$ cat config.mk
export PLATFORM = sky130hd
export DESIGN_NAME = rr_arb4_idx
export DESIGN_NICKNAME = d
export VERILOG_FILES = /design/src/rtl/rr_arb4_idx_pkg.sv /design/src/rtl/rr_arb4_idx_pick4.sv /design/src/rtl/rr_arb4_idx.sv
export SDC_FILE = /design/constraint.sdc
export NUM_CORES = 1
export LEC_CHECK = 0
export ABC_CLOCK_PERIOD_IN_PS = 1700
export BUFFER_PORTS_ARGS = -buffer_cell sky130_fd_sc_hd__clkbuf_2
export CORE_AREA = 3 3 44 46
export DETAILED_ROUTE_END_ITERATION = 8
export DIE_AREA = 0 0 47 49
export SETUP_SLACK_MARGIN = 0.4
export SYNTH_ARGS = -nofsm -noshare
export SYNTH_HDL_FRONTEND = slang
export SYNTH_SLANG_ARGS = --single-unit
$ cat constraint.sdc
create_clock -name clk -period 1.7 [get_ports clk]
set_clock_uncertainty 0.1 [all_clocks]
set_input_delay 0.17 -clock clk [delete_from_list [all_inputs] [get_ports clk]]
set_output_delay 0.17 -clock clk [all_outputs]
set_load 0.02 [all_outputs]
$ cat src/rtl/rr_arb4_idx_pkg.sv
// rr_arb4_idx_pkg: shared arbiter widths and FSM state encoding
package rr_arb4_idx_pkg;
  localparam int NUM_CH = 4;
  localparam int IDX_W = 2;
  typedef enum logic {ST_IDLE = 1'b0, ST_GRANT = 1'b1} state_t;
endpackage

$ cat src/rtl/rr_arb4_idx_pick4.sv
// rr_pick4: rotating-priority picker, first request after i_last wins
module rr_pick4
  import rr_arb4_idx_pkg::*;
(
  input  logic [NUM_CH-1:0] i_req,
  input  logic [IDX_W-1:0]  i_last,
  output logic              o_any,
  output logic [IDX_W-1:0]  o_idx
);
  always_comb begin
    o_any = |i_req;
    o_idx = '0;
    // Scan farthest-first so the nearest candidate after i_last overwrites last
    for (int k = NUM_CH; k >= 1; k--)
      if (i_req[i_last + IDX_W'(k)]) o_idx = i_last + IDX_W'(k);
  end
endmodule

$ cat src/rtl/rr_arb4_idx.sv
// rr_arb4_idx: 4-channel round-robin arbiter with hold timeout and idle gap
module rr_arb4_idx
  import rr_arb4_idx_pkg::*;
#(
  parameter int MAX_HOLD = 16
) (
  input  logic              clk,
  input  logic              rst,
  input  logic [NUM_CH-1:0] req,
  input  logic              done,
  output logic              gnt_en,
  output logic [IDX_W-1:0]  gnt_idx,
  output logic              busy,
  output logic              timeout
);
  localparam int CW = $clog2(MAX_HOLD);
  localparam logic [CW-1:0] CNT_MAX = CW'(MAX_HOLD - 1);
  state_t r_state, w_state;
  logic [IDX_W-1:0] r_idx, w_idx, r_last, w_last, w_pick;
  logic [CW-1:0] r_cnt, w_cnt;
  logic r_to, w_to, w_any, w_lim, w_rel;
  rr_pick4 u_pick (
    .i_req (req),
    .i_last(r_last),
    .o_any (w_any),
    .o_idx (w_pick)
  );
  always_comb begin
    w_lim = r_cnt == CNT_MAX;
    w_rel = done | ~req[r_idx] | w_lim;
    w_state = r_state;
    w_idx = r_idx;
    w_last = r_last;
    w_cnt = r_cnt;
    w_to = 1'b0;
    if (r_state == ST_IDLE) begin
      if (w_any) begin
        w_state = ST_GRANT;
        w_idx = w_pick;
        w_last = w_pick;
        w_cnt = '0;
      end
    end else if (w_rel) begin
      // Release always passes through IDLE, guaranteeing the one-cycle gap
      w_state = ST_IDLE;
      w_to = w_lim & ~done & req[r_idx];
    end else begin
      w_cnt = r_cnt + 1'b1;
    end
  end
  always_ff @(posedge clk or posedge rst) begin
    if (rst) begin
      r_state <= ST_IDLE;
      r_idx <= '0;
      r_last <= 2'b11;
      r_cnt <= '0;
      r_to <= 1'b0;
    end else begin
      r_state <= w_state;
      r_idx <= w_idx;
      r_last <= w_last;
      r_cnt <= w_cnt;
      r_to <= w_to;
    end
  end
  assign gnt_en = r_state == ST_GRANT;
  assign busy = r_state == ST_GRANT;
  assign gnt_idx = r_idx;
  assign timeout = r_to;
endmodule
==> reports/metrics.cfg <==
[synth]
syn-num-nets=67
avgSynthCellArea_sq_um=9.95
synth_compound_area_share_pct=19.4
synthMuxAreaShare_pct=7.25
synth-edff-count=0
yosysWarnings=0
synth.distinct_cells=26
synth-main-ff-cell=dfrtp_1
ys_seq_area_share_pct=43.1
synthesis.area_sq_um=587
synthXorXnorAreaFrac_pct=0
yosys.area.top_type=dfrtp_1
synth_simple_gate_area_share_pct=23.5
yosysMostFrequentCell=dfrtp_1
netlist_instances=59
synthArstFlopShare_pct=100
synthAdderAreaFrac_pct=2.13
synthTopCellsByCount=dfrtp_1 (8), nand2_1 (6), nand3_1 (6)
synth_top_family_by_area=simple AND/OR/NAND/NOR gates
synth_top_area_share_pct=34.1
synth_area_leaders=dfrtp_1 (34%), dfstp_2 (9.0%), nand3_1 (5.1%)
yosys_register_bits=10

[sta]
setup_viol=0
min_period_ps=1500
fin_tns_setup_ps=0
hold_viol=0
rsz0062_at_grt=true
post-route-period-util_pct=88.3
worst-slew-pin-transition_ps=390
slew_headroom_pct=74.0
final_max_slew_viol_count=0
fmax_ghz=0.666

[layout]
n_antenna_cell=0
area_delta_synth_final_pct=23.2
fin_util_pct=46.9
layout-drive-gt1-share_pct=35.5
nets=85
nFillCells=150

[worst_setup_path]
path_cells=mux4_2, nand3b_4, nand2b_4, mux2i_1
crit_required_ps=1790
crit_path_end_kind=flip-flop
crit_arrival_ps=1590
cp-start-kind=flip-flop
setup.worst_path.class=flip-flop to flip-flop
critPathSlowestCell=mux4_2
crit_fanout=5
cpPeakStageDelay_ps=520

[clock_tree]
cts_tree=yes
cts_buffers=3
insertion_delay_ps=260
max-clock-path-buffers=2
cts_sinks=10
htree_levels=1
clkSlewWorstSetupHoldPaths_ps=70
root_buffer=clkbuf_4

[floorplanning]
row_count=14
initial_core_util_pct=38.1
die_h_um=49
die_area_sq_um=2300
core_area_sq_um=1540
die_x_um=47
ios=12

[status]
status=finished clean

[detailed_routing]
ant_nets=0
vias_per_cell=5.15
vias=474
first_pass_iters=4
drtIter0Drc=5
drc=0
drt_wl_total_um=1160
wl_per_cell_um=12.6

[global_route]
grt_usage_pct=11.4
antenna_found_initial=0
gr-total-overflow=0
met3_usage_pct=4.43
grt_util_met2_pct=14.9
met1_usage_pct=15.4
top_usage_layer=met1
grt_max_degree=12
grt_pass1_vias=426
grt_pass1_wl_um=1840

[pwr]
p_leak_nw=0.388
power.density_nw_per_um2=1500
ir_worst_vdd_v=0.000715

[place]
gp_congestion=0.795
io_buffers=11
hpwlAfterDp_um=837

[hold_path]
min_path_type=input port to flip-flop

[job]
cap_violations=0

sequential cells by signal (all words and copies together), names as in the netlist:
| signal | count |
|---|---|
| timeout | 1 |
| gnt_idx | 2 |
| r_cnt | 4 |
| r_last | 2 |
| busy | 1 |
critical path: cells and delay by family (launching register included):
family / cells / cell delay [ps]
flip-flops: 1 / 370
multiplexers: 2 / 710
AND/OR/NAND/NOR: 2 / 260
logic make-up after synthesis:
group                      after synthesis
buffers and inverters                    6
muxes                                    3
and+or+nand+nor                         23
adders and majority gates                1
DFF                                     10
AOI/OAI and AO/OA                       16
per-layer routing:
layer / wire (um) / part of all wire [%]
met2: 496 / 43
met5: 0 / 0
met4: 16 / 1.4
met3: 73 / 6.3
met1: 570 / 49
power by group:
group / internal, mW / switching, mW / leakage (nW)
combinational: 0.229 / 0.247 / 0.249
clock: 0.0905 / 0.0803 / 0.0150
sequential: 0.343 / 0.0940 / 0.124
total: 0.662 / 0.421 / 0.388
through the flow:
stage               setup WS [ps]  hold slack, ps  power (mW)  cells  instance area, sq um
global placement              205            48.2       0.872     84                   651
CTS                           184             200        1.10     92                   717
global route                  142             225        1.17     92                   723
finish                        198             205        1.08     92                   723
floorplan                     147           -91.3       0.781     59                   588
detailed placement            157            55.7       0.879     84                   651
final timing paths:
check / from / end / slack, ps / cells past startpoint
hold / removal: done / timeout$_DFF_PP0_ / 200 / 4
setup / recovery: gnt_idx[1]$_DFFE_PP0P_ / r_cnt[1]$_DFFE_PP0P_ / 200 / 4
min in group asynchronous: rst / r_cnt[0]$_DFFE_PP0P_ / 310 / 3
hold reg to reg: r_last[0]$_DFFE_PP1P_ / r_last[0]$_DFFE_PP1P_ / 380 / 2
setup reg to reg: gnt_idx[1]$_DFFE_PP0P_ / r_cnt[1]$_DFFE_PP0P_ / 200 / 4
max in group asynchronous: rst / r_last[1]$_DFFE_PP1P_ / 860 / 3
placed cells by master, fill, tap and decap left out, types with 3 or more instances in the layout:
master / count
clkbuf_2: 11
dfrtp_1: 7
nand2_1: 6
nand3_1: 5
nor2_1: 4
inv_1: 4
a21o_1: 3
clkbuf_4: 3
buf_4: 3
layout make-up:
type                            instances  area (sq um)  share of cell area, %
Multi-Input combinational cell         43           320                   44.3
Inverter                                4          15.0                   2.08
Tap cell                               16          20.0                   2.77
Clock buffer                            4          26.3                   3.63
Timing Repair Buffer                   15          87.6                   12.1
Sequential cell                        10           254                   35.1
what timing repair did:
item / CTS / global route
endpoints found under the setup margin: 7 / 10
pin swaps: 2 / 2
setup buffers: 3 / 0
hold buffers: 1 / 0
endpoints found under the hold margin: 8 / 0
gates resized for setup: 1 / 2
Power figures use the tool's default switching activity.
